**src/rtl/mips_pkg.sv**
```systemverilog
// Shared MIPS core definitions: ALU select codes and
// the multiply/divide sequencer state type.
package mips_pkg;

  localparam logic [2:0] ALU_AND   = 3'b000;
  localparam logic [2:0] ALU_OR    = 3'b001;
  localparam logic [2:0] ALU_ADD   = 3'b010;
  localparam logic [2:0] ALU_XOR   = 3'b011;
  localparam logic [2:0] ALU_SUB   = 3'b100;
  localparam logic [2:0] ALU_SHL   = 3'b101;
  localparam logic [2:0] ALU_SHR   = 3'b110;
  localparam logic [2:0] ALU_NOR   = 3'b111;

  localparam int MULDIV_ITER = 32;

  typedef enum logic [1:0] {
    S_IDLE,
    S_MUL,
    S_DIV,
    S_DONE
  } muldiv_state_t;

endpackage

```
**src/rtl/muldiv_seq_if.sv**
```systemverilog
// Request/result and borrowed-ALU bundle between the
// core top level (master) and the mul/div sequencer (slave).
interface muldiv_seq_if;

  logic        start;
  logic        op;
  logic [31:0] rs_val;
  logic [31:0] rt_val;
  logic        busy;
  logic        done;
  logic        div_by_zero;
  logic [31:0] hi;
  logic [31:0] lo;
  logic        alu_own;
  logic [31:0] alu_a;
  logic [31:0] alu_b;
  logic        alu_c_in;
  logic [2:0]  alu_sel;
  logic [31:0] alu_r;
  logic        alu_cout_sum;

  modport master (
    output start, op, rs_val, rt_val,
    output alu_r, alu_cout_sum,
    input  busy, done, div_by_zero, hi, lo,
    input  alu_own, alu_a, alu_b, alu_c_in, alu_sel
  );

  modport slave (
    input  start, op, rs_val, rt_val,
    input  alu_r, alu_cout_sum,
    output busy, done, div_by_zero, hi, lo,
    output alu_own, alu_a, alu_b, alu_c_in, alu_sel
  );

endinterface

```
**src/rtl/muldiv_seq.sv**
```systemverilog
// Unsigned multu/divu sequencer: 32 shift-add or restoring
// shift-subtract steps on the borrowed shared ALU.
module muldiv_seq
  import mips_pkg::*;
#(
  parameter int WIDTH = 32
) (
  input  logic         clk,
  input  logic         reset,
  muldiv_seq_if.slave  bus
);

  muldiv_state_t    state, state_nx;
  logic [4:0]       cnt;
  logic [WIDTH-1:0] hi, lo, mcand, dvsr;
  logic [WIDTH-1:0] sh;
  logic             dbz;
  logic             ge;
  logic             last;

  assign sh   = {hi[WIDTH-2:0], lo[WIDTH-1]};
  assign ge   = hi[WIDTH-1] | bus.alu_cout_sum;
  assign last = (cnt == 5'(MULDIV_ITER - 1));

  always_ff @(posedge clk or posedge reset) begin
    if (reset) state <= S_IDLE;
    else       state <= state_nx;
  end

  always_comb begin
    state_nx     = state;
    bus.alu_a    = '0;
    bus.alu_b    = '0;
    bus.alu_c_in = 1'b0;
    bus.alu_sel  = ALU_ADD;
    unique case (state)
      S_IDLE: begin
        if (bus.start) begin
          if (bus.op)                state_nx = S_MUL;
          else if (bus.rt_val == '0) state_nx = S_DONE;
          else                       state_nx = S_DIV;
        end
      end
      S_MUL: begin
        bus.alu_a = hi;
        bus.alu_b = mcand;
        if (last) state_nx = S_DONE;
      end
      S_DIV: begin
        bus.alu_a    = sh;
        bus.alu_b    = ~dvsr;
        bus.alu_c_in = 1'b1;
        if (last) state_nx = S_DONE;
      end
      S_DONE:  state_nx = S_IDLE;
      default: state_nx = S_IDLE;
    endcase
  end

  always_ff @(posedge clk or posedge reset) begin
    if (reset) begin
      cnt   <= '0;
      hi    <= '0;
      lo    <= '0;
      mcand <= '0;
      dvsr  <= '0;
      dbz   <= 1'b0;
    end else begin
      unique case (state)
        S_IDLE: begin
          if (bus.start) begin
            cnt <= '0;
            dbz <= 1'b0;
            if (bus.op) begin
              hi    <= '0;
              lo    <= bus.rt_val;
              mcand <= bus.rs_val;
            end else if (bus.rt_val != '0) begin
              hi   <= '0;
              lo   <= bus.rs_val;
              dvsr <= bus.rt_val;
            end else begin
              hi  <= bus.rs_val;
              lo  <= '1;
              dbz <= 1'b1;
            end
          end
        end
        S_MUL: begin
          cnt <= cnt + 5'd1;
          // carry-out becomes the new top bit of hi on the shift
          if (lo[0])
            {hi, lo} <= {bus.alu_cout_sum, bus.alu_r,
                         lo[WIDTH-1:1]};
          else
            {hi, lo} <= {1'b0, hi, lo[WIDTH-1:1]};
        end
        S_DIV: begin
          cnt <= cnt + 5'd1;
          if (ge) begin
            hi <= bus.alu_r;
            lo <= {lo[WIDTH-2:0], 1'b1};
          end else begin
            hi <= sh;
            lo <= {lo[WIDTH-2:0], 1'b0};
          end
        end
        default: ;
      endcase
    end
  end

  assign bus.busy        = (state != S_IDLE);
  assign bus.done        = (state == S_DONE);
  assign bus.alu_own     = (state == S_MUL) || (state == S_DIV);
  assign bus.hi          = hi;
  assign bus.lo          = lo;
  assign bus.div_by_zero = dbz;

endmodule

```
**src/flat_wrapper.sv**
```systemverilog
// flat-port wrapper written by rule: the top's interface ports become plain ports
module muldiv_seq_flat import mips_pkg::*;
#(
  parameter int WIDTH = 32
)
  (clk, reset, bus_start, bus_op, bus_rs_val, bus_rt_val, bus_alu_r, bus_alu_cout_sum, bus_busy, bus_done, bus_div_by_zero, bus_hi, bus_lo, bus_alu_own, bus_alu_a, bus_alu_b, bus_alu_c_in, bus_alu_sel);
  muldiv_seq_if bus_i ();
  input  logic clk;
  input  logic reset;
  input wire logic [$bits(bus_i.start)-1:0] bus_start;
  input wire logic [$bits(bus_i.op)-1:0] bus_op;
  input wire logic [$bits(bus_i.rs_val)-1:0] bus_rs_val;
  input wire logic [$bits(bus_i.rt_val)-1:0] bus_rt_val;
  input wire logic [$bits(bus_i.alu_r)-1:0] bus_alu_r;
  input wire logic [$bits(bus_i.alu_cout_sum)-1:0] bus_alu_cout_sum;
  output wire logic [$bits(bus_i.busy)-1:0] bus_busy;
  output wire logic [$bits(bus_i.done)-1:0] bus_done;
  output wire logic [$bits(bus_i.div_by_zero)-1:0] bus_div_by_zero;
  output wire logic [$bits(bus_i.hi)-1:0] bus_hi;
  output wire logic [$bits(bus_i.lo)-1:0] bus_lo;
  output wire logic [$bits(bus_i.alu_own)-1:0] bus_alu_own;
  output wire logic [$bits(bus_i.alu_a)-1:0] bus_alu_a;
  output wire logic [$bits(bus_i.alu_b)-1:0] bus_alu_b;
  output wire logic [$bits(bus_i.alu_c_in)-1:0] bus_alu_c_in;
  output wire logic [$bits(bus_i.alu_sel)-1:0] bus_alu_sel;
  assign bus_i.start = bus_start;
  assign bus_i.op = bus_op;
  assign bus_i.rs_val = bus_rs_val;
  assign bus_i.rt_val = bus_rt_val;
  assign bus_i.alu_r = bus_alu_r;
  assign bus_i.alu_cout_sum = bus_alu_cout_sum;
  assign bus_busy = bus_i.busy;
  assign bus_done = bus_i.done;
  assign bus_div_by_zero = bus_i.div_by_zero;
  assign bus_hi = bus_i.hi;
  assign bus_lo = bus_i.lo;
  assign bus_alu_own = bus_i.alu_own;
  assign bus_alu_a = bus_i.alu_a;
  assign bus_alu_b = bus_i.alu_b;
  assign bus_alu_c_in = bus_i.alu_c_in;
  assign bus_alu_sel = bus_i.alu_sel;
  muldiv_seq #(.WIDTH(WIDTH)) u_core (.clk(clk), .reset(reset), .bus(bus_i));
endmodule
```
**config.mk**
```make
export PLATFORM = sky130hd
export DESIGN_NAME = muldiv_seq_flat
export DESIGN_NICKNAME = d
export VERILOG_FILES = /design/src/rtl/mips_pkg.sv /design/src/rtl/muldiv_seq_if.sv /design/src/rtl/muldiv_seq.sv /design/src/flat_wrapper.sv
export SDC_FILE = /design/constraint.sdc
export NUM_CORES = 1
export LEC_CHECK = 0
export BUFFER_PORTS_ARGS = -buffer_cell sky130_fd_sc_hd__buf_2
export CORE_MARGIN = 2
export CORE_UTILIZATION = 29
export CTS_BUF_LIST = sky130_fd_sc_hd__clkbuf_16
export DETAILED_ROUTE_END_ITERATION = 10
export GPL_TIMING_DRIVEN = 0
export PLACE_DENSITY = 0.59
export SLEW_MARGIN = 0
export SYNTH_ARGS = -nofsm -noshare
export SYNTH_HDL_FRONTEND = slang
export SYNTH_SLANG_ARGS = --single-unit
```
**constraint.sdc**
```tcl
create_clock -name clk -period 4.5 [get_ports clk]
set_input_delay 0.45 -clock clk [delete_from_list [all_inputs] [get_ports clk]]
set_output_delay 0.45 -clock clk [all_outputs]
set_load 0.02 [all_outputs]
```
# Word-level counts from Yosys, hierarchy flattened
# Index checks and enable logic that the tools add are counted.
dict set report word_totals {
  reg_bits 136
  inputBits 101
  output_inout_bits 136
  word_cells 55
}
dict set report classes {
  addsub 1
  n_eq_ne 6
  n_mux 24
  bitwise_logic 3
  n_reduce_logical 14
}
# operator count
set ops {}
lappend ops {{32-bit two-way mux} 9}
lappend ops {{32-bit one-hot mux with 3 select lines} 2}
lappend ops {{32-bit one-hot mux with 2 select lines} 2}
lappend ops {{32-bit logical NOT} 1}
lappend ops {{32-bit NOT} 1}
lappend ops {{32-bit nonzero test} 1}
lappend ops {{5-bit one-hot mux with 2 select lines} 1}
lappend ops {{2-bit AND reduction} 4}
lappend ops {{2-bit two-way mux} 3}
lappend ops {{2-bit one-hot mux with 3 select lines} 1}
lappend ops {{5-bit by 1-bit adder with 5-bit output (second input constant)} 1}
lappend ops {{5-bit equality test (second input constant)} 1}
lappend ops {{1-bit two-way mux} 5}
lappend ops {{5-bit two-way mux} 1}
lappend ops {{2-bit equality test (second input constant)} 2}
lappend ops {{4-bit AND reduction} 1}
lappend ops {{2-bit nonzero test} 2}
lappend ops {{3-bit AND reduction} 1}
lappend ops {{3-bit nonzero test} 1}
lappend ops {{2-bit by 1-bit equality test with 1-bit output (second input constant)} 1}
lappend ops {{2-bit logical NOT} 1}
lappend ops {{2-bit by 1-bit inequality test with 1-bit output (second input constant)} 1}
lappend ops {{2-bit inequality test (second input constant)} 1}
lappend ops {{2-bit OR reduction} 1}
lappend ops {{3 further kinds} 3}

# Longest topological paths before layout
# Gate-level depths: netlist of the first run.
dict set report logic_depth {
  depth_word 5
  depth_mapped 8
  ltp_nobuf 6
}

# Worst setup path after synthesis of the first run
# No wires, ideal clock.
dict set report synth_timing {
  kind {flip-flop to output port}
  start {register u_core.state[0]}
  end {output bus_alu_a[0]}
  arrival_time_ps 2008
  t_required_ps 4050
  setup_slack_ps 2042
  path_stages_with_launch 8
  path_buffers 3
  cell_sequence {dfrtp_1 > inv_1 > ha_1 > inv_1 > clkbuf_1 > clkbuf_1 > buf_1 > nor2_1}
}
dict set report synth_between {
  elab_chain_cells 2
  elab_cells_between_ends 3
  cone_classes {2 x eq/ne; 1 x mux}
}
# item line_no
set synth_rtl {}
lappend synth_rtl {{from (decl)} muldiv_seq.sv:13} ;# muldiv_state_t state, state_nx;
lappend synth_rtl {{from (signal assigned)} muldiv_seq.sv:27} ;# else state <= state_nx;
lappend synth_rtl {{2-bit equality test / 2-bit by 1-bit equality test with 1-bit output (equally long branches)} muldiv_seq.sv:36} ;# unique case (state)
lappend synth_rtl {{32-bit one-hot mux with 2 select lines (*)} muldiv_seq.sv:36}
lappend synth_rtl {{to (decl)} flat_wrapper.sv:22} ;# output wire logic [$bits(bus_i.alu_a)-1:0] bus_alu_a;
# Every way passes the cells marked *; elsewhere a longest branch is shown, timed or not.

# Worst setup path after layout of the first run
dict set report layout_timing {
  start {register u_core.state[1]}
  end {output bus_alu_b[8]}
}
dict set report layout_between {
  elab_chain_cells 2
  elab_cells_between_ends 3
  cone_classes {2 x eq/ne; 1 x mux}
}
# item line_no
set layout_rtl {}
lappend layout_rtl {{2-bit equality test / 2-bit by 1-bit equality test with 1-bit output (equally long branches)} muldiv_seq.sv:36}
lappend layout_rtl {{32-bit one-hot mux with 2 select lines (*)} muldiv_seq.sv:36}
lappend layout_rtl {{to (decl)} flat_wrapper.sv:23} ;# output wire logic [$bits(bus_i.alu_b)-1:0] bus_alu_b;
# Marks and branches as above.

==> results of run 1 <==
[cell type report]
type | instances | area, um^2 | area share [%]
Clock inverter | 15 | 165 | 1.49
Clock buffer | 17 | 425 | 3.85
Antenna cell | 4 | 10.0 | 0.0906
Tap cell | 390 | 488 | 4.42
Inverter | 8 | 35.0 | 0.317
Sequential cell | 136 | 3400 | 30.8
Buffer | 84 | 415 | 3.76
Multi-Input combinational cell | 674 | 4910 | 44.5
Timing Repair Buffer | 234 | 1190 | 10.8
[per-stage QoR]
step,setup WS [ps],setup TNS [ps]
CTS,339,0
floorplan,411,0
global placement,-1630,-220390
finish,213,0
global route,173,0
detailed placement,816,0
[worst register-to-register path, cell delays in order, from the launching register on]
cell and delay (ps):
dfrtp_1 450, inv_1 100, ha_1 430, inv_1 130, nor3_1 730, clkbuf_1 580
a221o_1 270
[flip-flops by register name (all words and copies together), names as in the netlist]
| register | cells |
|---|---|
| u_core.bus.lo | 32 |
| u_core.mcand | 32 |
| u_core.bus.div_by_zero | 1 |
| u_core.bus.hi | 32 |
| u_core.state | 2 |
| u_core.dvsr | 32 |
| u_core.cnt | 5 |
[placed cells by master, fill, tap and decap left out, drive strengths merged, types with 2 or more instances in the layout]
cell      instances
inv              14
bufinv            2
mux2            126
ha                7
nand3             3
conb              3
a221o            32
a32o              3
mux2i             2
a221oi           31
dfrtp           136
clkinv            4
o21ai             7
and3              2
nand4             4
a21oi            69
and2             32
nand2            37
nor3              2
a22o             32
a22oi            63
nand2b           66
or2               3
buf             266
o311ai            2
clkinvlp          3
clkbuf           69
o31ai             2
diode             4
nor4              8
nor2            132
[layer usage]
metal | global-route usage, % | vias up
li1 | - | 3811
met1 | 30.6 | 4252
met2 | 34.9 | 417
met3 | 4.93 | 57
met4 | 8.30 | 4
met5 | 0 | -
[worst max path at each step]
stage | start | to | slack, ps
detailed placement | u_core.state[0]$_DFFE_PP0P_ | bus_alu_b[8] | 820
global route | u_core.state[1]$_DFFE_PP0P_ | bus_alu_b[8] | 170
finish | u_core.state[1]$_DFFE_PP0P_ | bus_alu_b[8] | 210
CTS | u_core.state[1]$_DFFE_PP0P_ | bus_alu_b[8] | 340
global placement | reset | u_core.bus.lo[21]$_DFFE_PP0P_ | -1630
floorplan | reset | u_core.bus.div_by_zero$_DFFE_PP0P_ | 410
[power by group through the flow]
stage / Clock (uW) / Combinational (uW) / Sequential [uW]
3_3_place_gp: 0 / 5130 / 2360
2_1_floorplan: 0 / 3200 / 2530
6_report: 1450 / 5240 / 2390
3_5_place_dp: 0 / 5190 / 2390
4_1_cts: 1460 / 5210 / 2370
5_1_grt: 1510 / 5640 / 2460
[kinds of logic after synthesis]
kind of cell             after synthesis  share of synthesized area, %
multiplexers                         128                          17.7
AND/OR/NAND/NOR                      291                          16.5
adder cells (fa/ha/maj)                7                          1.00
other                                  2                        0.0857
flip-flops                           136                          38.9
buffers and inverters                 92                          5.09
AO/OA/AOI/OAI                        245                          20.8
==> flow_summary_export.csv, run 1 <==
group,metric,value,unit
run_status,status,"finished clean",
sta,setup_viol_count_final,0,
yosys,async_reset_ff_share,100,%
setup_path,end_kind,"output pin",
floorplanning,die_area,0.0316,mm^2
setup_path,slowest_stage,"clkbuf_1",
setup_path,path_cells,"inv_1 -> ha_1 -> inv_1 -> clkbuf_1 -> clkbuf_1 -> clkbuf_1 -> a21oi_1 -> buf_2",
floorplanning,rows,63,
setup_path,cp-start-kind,"register",
power_and_ir_drop,switchingPower,4500,uW
setup_path,cpMostUsedCell,"clkbuf_1",
sta,clock_skew,9.83,ps
final_layout,fin_cells,1562,
floorplanning,ioPinCount,237,
yosys,synth_top_area_cell,"dfrtp_1",
placement,port_buffers,233,
clock_tree,cts_setup_buffers,0,
yosys,synthTopCellsByArea,"dfrtp_1 (39%), mux2_2 (12%), nor2_1 (5.7%)",
yosys,ys_warn_count,0,
sta,clock.fmax,233,MHz
job,cap_violations,0,
clock_tree,cts_tree,"built",
route,drt-met1-wl,15.5,mm
power_and_ir_drop,p_clk_share,15.9,%
yosys,syn_area,0.00876,mm^2
clock_tree,cts.sinks,136,
power_and_ir_drop,power_density,821,mW/mm^2
placement,hpwlAfterDp,26.5,mm
setup_path,rr_endpoint,"u_core.bus.hi[8]$_DFFE_PP0P_",
floorplanning,chipHeight,178,um
clock_tree,hold_buffers,0,
final_layout,fin_area,0.0111,mm^2
setup_path,cp.depth,8,
power_and_ir_drop,swShare,49.6,%
yosys,syn-instance-count,901,
floorplanning,core-area,0.0297,mm^2
setup_path,slowest_delay,700,ps
power_and_ir_drop,p_seq_share,26.3,%
setup_path,r2r_slack,1740,ps
sta,fin_crit,4290,ps
power_and_ir_drop,p_comb_share,57.7,%
clock_tree,cts_made_buffers,17,
floorplanning,start_util,29.5,%
final_layout,nets,1263,
setup_path,crit_buf_inv,6,
sta,rsz0062_at_grt,"false",
global_route,grt_usage,22.5,%
route,viasPerCell,5.47,
sta,hold_ws,102,ps
yosys,post-synth-top-count-cell,"dfrtp_1",
yosys,synth_cell_types,43,
route,drtPass1Iterations,5,
global_route,antenna_found_initial,6,
setup_path,path_delay_family,"buffers and inverters",
yosys,ys_top_cells_by_count,"dfrtp_1 (136), nor2_1 (132), mux2_2 (95)",
setup_path,r2r-start,"u_core.state[1]$_DFFE_PP0P_",
yosys,ys_seq_elements,136,
route,vias,8541,
global_route,grt_max_degree,74,
sta,max_slew_margin,42.3,%
route,drtIter0Drc,635,
yosys,seq_area_frac_synth,38.9,%
route,drc_errors,0,
route,routed-wl-met3,2.79,mm
setup_path,ff2ff_path_depth,6,
floorplanning,fp.dieW,178,um
worst_hold_path,min_path_type,"input pin to async pin",
placement,placed_area,0.0105,mm^2
clock_tree,clkLatencyLatePin,430,ps
yosys,syn_area_per_cell,9.72,um^2
final_layout,fin_util,37.2,%
setup_path,critPathArrivalTime,3840,ps
setup_path,critPathKind,"register to output pin",
final_layout,drive_gt1_share,36.1,%
clock_tree,cts_max_path_buffers,2,
yosys,synth_edf_count,0,
route,wl_per_cell,22.9,um
setup_path,path_max_fanout,10,
sta,worst_pin_slew,859,ps
route,ant_nets,0,
placement,dp.cells,1526,
yosys,synth_flop_cell,"dfrtp_1",
power_and_ir_drop,p_leak,0.00508,uW
route,wirelength,35.7,mm
clock_tree,ctsResizeCount,0,
global_route,grt_pass1_vias,8176,
global_route,grt_pass1_wl,52.2,mm
sta,finalHoldViolations,0,
power_and_ir_drop,ir_drop,0.000336,V
sta,maxSlewViolCount,0,
placement,routabilityCongestion,0.882,
power_and_ir_drop,p_int,4580,uW
clock_tree,htreeDepth,4,
yosys,synth.top_cell.area_share,38.9,%
power_and_ir_drop,fin_total_pwr,9070,uW
route,top_layer,"met5",
clock_tree,cts-root-buf,"clkbuf_16",
setup_path,cp_data_required_time,4050,ps
final_layout,area_growth,26.2,%
sta,finalCritPeriodShare,95.3,%
global_route,gr-total-overflow,0,
final_layout,fillerInstances,3055,
clock_tree,cts.clk_slew.worst_paths,70,ps
route,wl_met2,16.5,mm
No activity file was read; power rests on OpenSTA's default activity.
==> run 2: changes to the inputs <==
Settings changed: REMOVE_ABC_BUFFERS set to 1.
==> run 2 against run 1 <==
Against the previous run:
- sequential power hardly changed
- final cell count decreased by 4.4%
- critical endpoint is now bus_alu_b[26]
- worst setup slack gained 940 ps
- maximum frequency up 28%
- sequential share of layout area up 0.23 points
- combinational power decreased by 4.4%
- final area fell by 0.69%
- highest routed layer unchanged
==> flow_summary_export.csv, run 2 (synthesis gave the netlist of run 1 again) <==
group,metric,value,unit
setup_path,slowest_stage,"ha_1",
final_layout,fin_util,36.9,%
setup_path,critPathArrivalTime,2900,ps
setup_path,endpoint,"bus_alu_b[26]",
final_layout,nets,1195,
route,vias,8105,
setup_path,end_kind,"output pin",
final_layout,fillerInstances,2989,
setup_path,path_cells,"inv_1 -> ha_1 -> inv_4 -> buf_16 -> a21oi_1 -> buf_2",
floorplanning,chipHeight,178,um
power_and_ir_drop,p_comb_share,57.0,%
global_route,grt_max_degree,89,
power_and_ir_drop,power_density,800,mW/mm^2
sta,maxSlewViolCount,0,
placement,port_buffers,233,
final_layout,area_growth,25.3,%
placement,hpwlAfterDp,21.1,mm
sta,hold_ws,56.0,ps
setup_path,slowest_delay,660,ps
setup_path,cp_data_required_time,4050,ps
global_route,antenna_found_initial,4,
final_layout,layout.cells.most_common,"buf_2",
clock_tree,ctsResizeCount,0,
global_route,grt_pass1_vias,7684,
sta,finalCritPeriodShare,74.4,%
power_and_ir_drop,p_clk_share,15.6,%
clock_tree,cts_tree,"built",
route,drtPass1Iterations,5,
job,cap_violations,0,
floorplanning,ioPinCount,237,
power_and_ir_drop,ir_drop,0.000532,V
run_status,status,"finished clean",
clock_tree,cts_setup_buffers,0,
setup_path,ff2ff_path_depth,7,
power_and_ir_drop,p_leak,0.00504,uW
setup_path,r2r_slack,1550,ps
worst_hold_path,min_path_type,"input pin to async pin",
power_and_ir_drop,swShare,47.4,%
floorplanning,die_area,0.0316,mm^2
clock_tree,cts.clk_slew.worst_paths,70,ps
setup_path,rr_endpoint,"u_core.bus.hi[22]$_DFFE_PP0P_",
setup_path,r2r-start,"u_core.state[1]$_DFFE_PP0P_",
final_layout,drive_gt1_share,38.6,%
setup_path,path_max_fanout,66,
clock_tree,cts_max_path_buffers,2,
setup_path,cp-startpoint,"u_core.state[1]$_DFFE_PP0P_",
clock_tree,cts-root-buf,"clkbuf_16",
power_and_ir_drop,p_int,4620,uW
floorplanning,core-area,0.0297,mm^2
clock_tree,clkLatencyLatePin,430,ps
route,wirelength,30.4,mm
setup_path,cp.depth,6,
clock_tree,cts_made_buffers,17,
setup_path,cp-start-kind,"register",
route,wl_per_cell,20.4,um
placement,routabilityCongestion,0.788,
sta,setup_viol_count_final,0,
sta,fin_crit,3350,ps
sta,clock_skew,11.3,ps
setup_path,crit_buf_inv,4,
setup_path,critPathKind,"register to output pin",
clock_tree,hold_buffers,0,
clock_tree,cts.sinks,136,
route,ant_nets,0,
global_route,grt_pass1_wl,46.2,mm
floorplanning,rows,63,
sta,max_slew_margin,32.3,%
sta,finalHoldViolations,0,
sta,clock.fmax,299,MHz
power_and_ir_drop,p_seq_share,27.4,%
clock_tree,htreeDepth,4,
route,drtIter0Drc,542,
global_route,grt_usage,19.1,%
setup_path,path_delay_family,"buffers and inverters",
floorplanning,fp.dieW,178,um
route,drc_errors,0,
sta,rsz0062_at_grt,"false",
global_route,gr-total-overflow,0,
sta,worst_pin_slew,1020,ps
power_and_ir_drop,switchingPower,4160,uW
floorplanning,start_util,29.5,%
route,viasPerCell,5.43,
final_layout,mostFrequentLayoutCells,"buf_2 (233), dfrtp_1 (135), nor2_1 (131)",
[run 2: cell types whose count changed in the layout (fill, tap and decap cells not counted), sizes merged]
cell,change
clkinvlp,+1
diode,-1
inv,-2
clkinv,+2
buf,-16
clkbuf,-52
bufinv,-1
[run 2: per-stage QoR]
step / total power, uW / area (um^2) / setup TNS [ps] / worst slack [ps] / std cells
after floorplan: 5600 / 8350 / -7090 / -267 / 818
after global placement: 6850 / 10000 / -480130 / -4110 / 1441
after detailed placement: 7430 / 10400 / 0 / 1180 / 1458
after CTS: 8830 / 11000 / 0 / 1160 / 1490
after global routing: 9400 / 11000 / 0 / 946 / 1490
final: 8780 / 11000 / 0 / 1150 / 1493
[run 2: final cells by class]
type	count	area (um^2)	area share, %
sequential	136	3400	31.0
timing repair buffer	250	1510	13.8
inverter	8	37.5	0.342
clock inverter	15	130	1.19
clock buffer	17	425	3.88
multi-input combinational	674	4970	45.3
antenna	3	7.51	0.0684
tap	390	488	4.45
[run 2: worst min-delay path by stage]
stage,to,from,slack (ps)
after floorplan,u_core.dvsr[15]$_DFFE_PP0P_,u_core.dvsr[15]$_DFFE_PP0P_,460
after global placement,u_core.bus.div_by_zero$_DFFE_PP0P_,u_core.bus.div_by_zero$_DFFE_PP0P_,460
after CTS,u_core.bus.hi[2]$_DFFE_PP0P_,reset,60
final,u_core.bus.hi[2]$_DFFE_PP0P_,reset,60
after global routing,u_core.bus.hi[2]$_DFFE_PP0P_,reset,80
after detailed placement,u_core.bus.div_by_zero$_DFFE_PP0P_,u_core.bus.div_by_zero$_DFFE_PP0P_,480
[run 2: layer usage]
| metal | vias to the layer above | wire length (um) | track usage, % |
|---|---|---|---|
| met5 | - | 13 | 0 |
| met4 | 2 | 312 | 4.37 |
| met3 | 32 | 2060 | 4.41 |
| met2 | 307 | 14200 | 30.6 |
| met1 | 4069 | 13900 | 26.0 |
| li1 | 3695 | - | - |
[run 2: worst reg2reg max path: cells and delay by family, from the launching register on]
kind | cells | cell delay [ps]
adders and majority gates | 1 | 660
AOI/OAI and AO/OA | 1 | 160
and+or+nand+nor | 1 | 670
DFF | 1 | 470
buffers and inverters | 4 | 930
[run 2: power by group through the flow]
| stage | combinational [uW] | clock [uW] | sequential, uW |
|---|---|---|---|
| 6_report | 5010 | 1370 | 2410 |
| 5_1_grt | 5450 | 1460 | 2490 |
| 4_1_cts | 5020 | 1410 | 2400 |
| 3_5_place_dp | 5010 | 0 | 2420 |
| 3_3_place_gp | 4450 | 0 | 2400 |
| 2_1_floorplan | 3030 | 0 | 2570 |
==> run 3: changes to the inputs <==
Clock period 4.5 ns to 3.4 ns, I/O delays scaled along.
==> run 3 against run 2 <==
Against the previous run:
- clock-buffer cell count did not move
- final cell count barely moved
- worst hold slack improved by 110 ps
- global-route usage did not move
- register-to-register slack got worse by 1000 ps
- total power rose by 32%
- worst setup slack got worse by 790 ps
- die area did not move
- sequential power rose by 32%
==> flow_summary_export.csv, run 3 (synthesis gave the netlist of run 1 again) <==
group,metric,value,unit
run_status,status,"finished clean",
final_layout,area_growth,25.4,%
global_route,grt_pass1_wl,46.2,mm
sta,clock.fmax,329,MHz
setup_path,cp_data_required_time,3060,ps
route,drc_errors,0,
floorplanning,chipHeight,178,um
setup_path,critPathKind,"register to output pin",
sta,finalCritPeriodShare,89.3,%
sta,rsz0062_at_grt,"false",
power_and_ir_drop,switchingPower,5510,uW
sta,worst_slack,364,ps
power_and_ir_drop,p_int,6120,uW
floorplanning,start_util,29.5,%
clock_tree,cts_made_buffers,17,
setup_path,slowest_delay,570,ps
setup_path,r2r-start,"u_core.state[1]$_DFFE_PP0P_",
setup_path,path_max_fanout,66,
sta,clock_skew,11.3,ps
route,ant_nets,0,
global_route,grt_usage,19.1,%
route,wirelength,30.5,mm
floorplanning,core-area,0.0297,mm^2
setup_path,cp-start-kind,"register",
floorplanning,ioPinCount,237,
final_layout,nets,1196,
floorplanning,rows,63,
clock_tree,clkLatencyLatePin,430,ps
clock_tree,cts_max_path_buffers,2,
power_and_ir_drop,p_leak,0.00504,uW
power_and_ir_drop,swShare,47.4,%
clock_tree,cts_tree,"built",
worst_hold_path,hp-start,"bus_rt_val[9]",
setup_path,path_cells,"inv_1 -> ha_2 -> inv_4 -> buf_16 -> a21oi_1 -> buf_2",
route,viasPerCell,5.41,
placement,port_buffers,233,
placement,dpl_worst_slack,193,ps
worst_hold_path,min_path_type,"input pin to register",
power_and_ir_drop,power_density,1060,mW/mm^2
final_layout,mostFrequentLayoutCells,"buf_2 (233), dfrtp_1 (135), nor2_1 (131)",
sta,setup_tns,0,ps
power_and_ir_drop,p_seq_share,27.4,%
final_layout,layout.cells.most_common,"buf_2",
route,drtPass1Iterations,5,
placement,routabilityCongestion,0.788,
clock_tree,cts.clk_slew.worst_paths,70,ps
setup_path,cp-startpoint,"u_core.state[0]$_DFFE_PP0P_",
sta,max_slew_margin,32.5,%
route,drtIter0Drc,552,
clock_tree,cts-root-buf,"clkbuf_16",
sta,maxSlewViolCount,0,
setup_path,critPathArrivalTime,2700,ps
global_route,grt_pass1_vias,7684,
sta,setup_viol_count_final,0,
power_and_ir_drop,p_clk_share,15.6,%
global_route,grt_max_degree,89,
floorplanning,fp.dieW,178,um
setup_path,slowest_stage,"inv_4",
final_layout,fillerInstances,2986,
job,cap_violations,0,
route,vias,8079,
clock_tree,cts.sinks,136,
route,wl_per_cell,20.4,um
global_route,antenna_found_initial,4,
global_route,gr-total-overflow,0,
power_and_ir_drop,p_comb_share,57.0,%
sta,worst_pin_slew,1010,ps
power_and_ir_drop,ir_drop,0.000700,V
floorplanning,die_area,0.0316,mm^2
final_layout,drive_gt1_share,38.7,%
setup_path,end_kind,"output pin",
power_and_ir_drop,fin_total_pwr,11600,uW
sta,fin_crit,3040,ps
clock_tree,htreeDepth,4,
placement,hpwlAfterDp,21.1,mm
sta,finalHoldViolations,0,
==> run 3: power groups by stage <==
stage          Combinational (uW)  Sequential, uW  Clock (uW)
2_1_floorplan                3950            3380           0
3_3_place_gp                 5460            3130           0
3_5_place_dp                 6630            3200           0
4_1_cts                      6650            3180        1870
5_1_grt                      7220            3300        1930
6_report                     6630            3190        1810
==> run 3: routing by layer <==
layer  part of all wire (%)  GRT usage, %  up-vias  wire [um]
met5                  0.043             0        -         13
met4                   0.97          4.37        2        295
met3                    6.5          4.41       27       2000
met2                     47          30.6      301      14200
met1                     46          26.0     4050      14000
li1                       -             -     3699          -
==> run 3: final timing paths <==
| check | end | slack, ps | cells after the start |
|---|---|---|---|
| setup / recovery | bus_alu_b[26] | 360 | 6 |
| hold / removal | u_core.dvsr[9]$_DFFE_PP0P_ | 160 | 2 |
| setup reg to reg | u_core.bus.hi[25]$_DFFE_PP0P_ | 540 | 7 |
| hold reg to reg | u_core.dvsr[15]$_DFFE_PP0P_ | 490 | 1 |
| max in group asynchronous | u_core.bus.lo[26]$_DFFE_PP0P_ | 2060 | 4 |
| min in group asynchronous | u_core.bus.hi[2]$_DFFE_PP0P_ | 500 | 3 |
==> run 3: final cells by class <==
cell class / instances / area, um^2 / share of cell area, %
inverters: 8 / 37.5 / 0.342
well taps: 390 / 488 / 4.44
multi-input cells: 674 / 4970 / 45.2
diodes: 3 / 7.51 / 0.0683
repair buffers: 251 / 1520 / 13.9
clock buffers: 17 / 425 / 3.87
flip-flops and latches: 136 / 3400 / 31.0
clock inverters: 15 / 130 / 1.18
==> run 3: timing repair <==
item,CTS,global route
hold buffers,1,0
endpoints found under the setup margin,0,5
buffers inserted,0,0
endpoints found under the hold margin,48,0
resized for setup,0,1
==> run 3: critical path, delay by kind of cell (launching register included) <==
| kind | cells | cell delay [ps] |
|---|---|---|
| buffers and inverters | 4 | 1190 |
| flip-flops | 1 | 460 |
| adder cells (fa/ha/maj) | 1 | 430 |
| AO/OA/AOI/OAI | 1 | 90 |
==> run 3: per-stage QoR <==
stage	std cells	utilization (%)	instance area (um^2)	hold slack, ps
after floorplan	818	-	8350	436
after global placement	1441	33.7	10000	462
after detailed placement	1458	35.0	10400	412
after CTS	1491	36.9	11000	143
after global routing	1491	36.9	11000	171
final	1494	37.0	11000	162
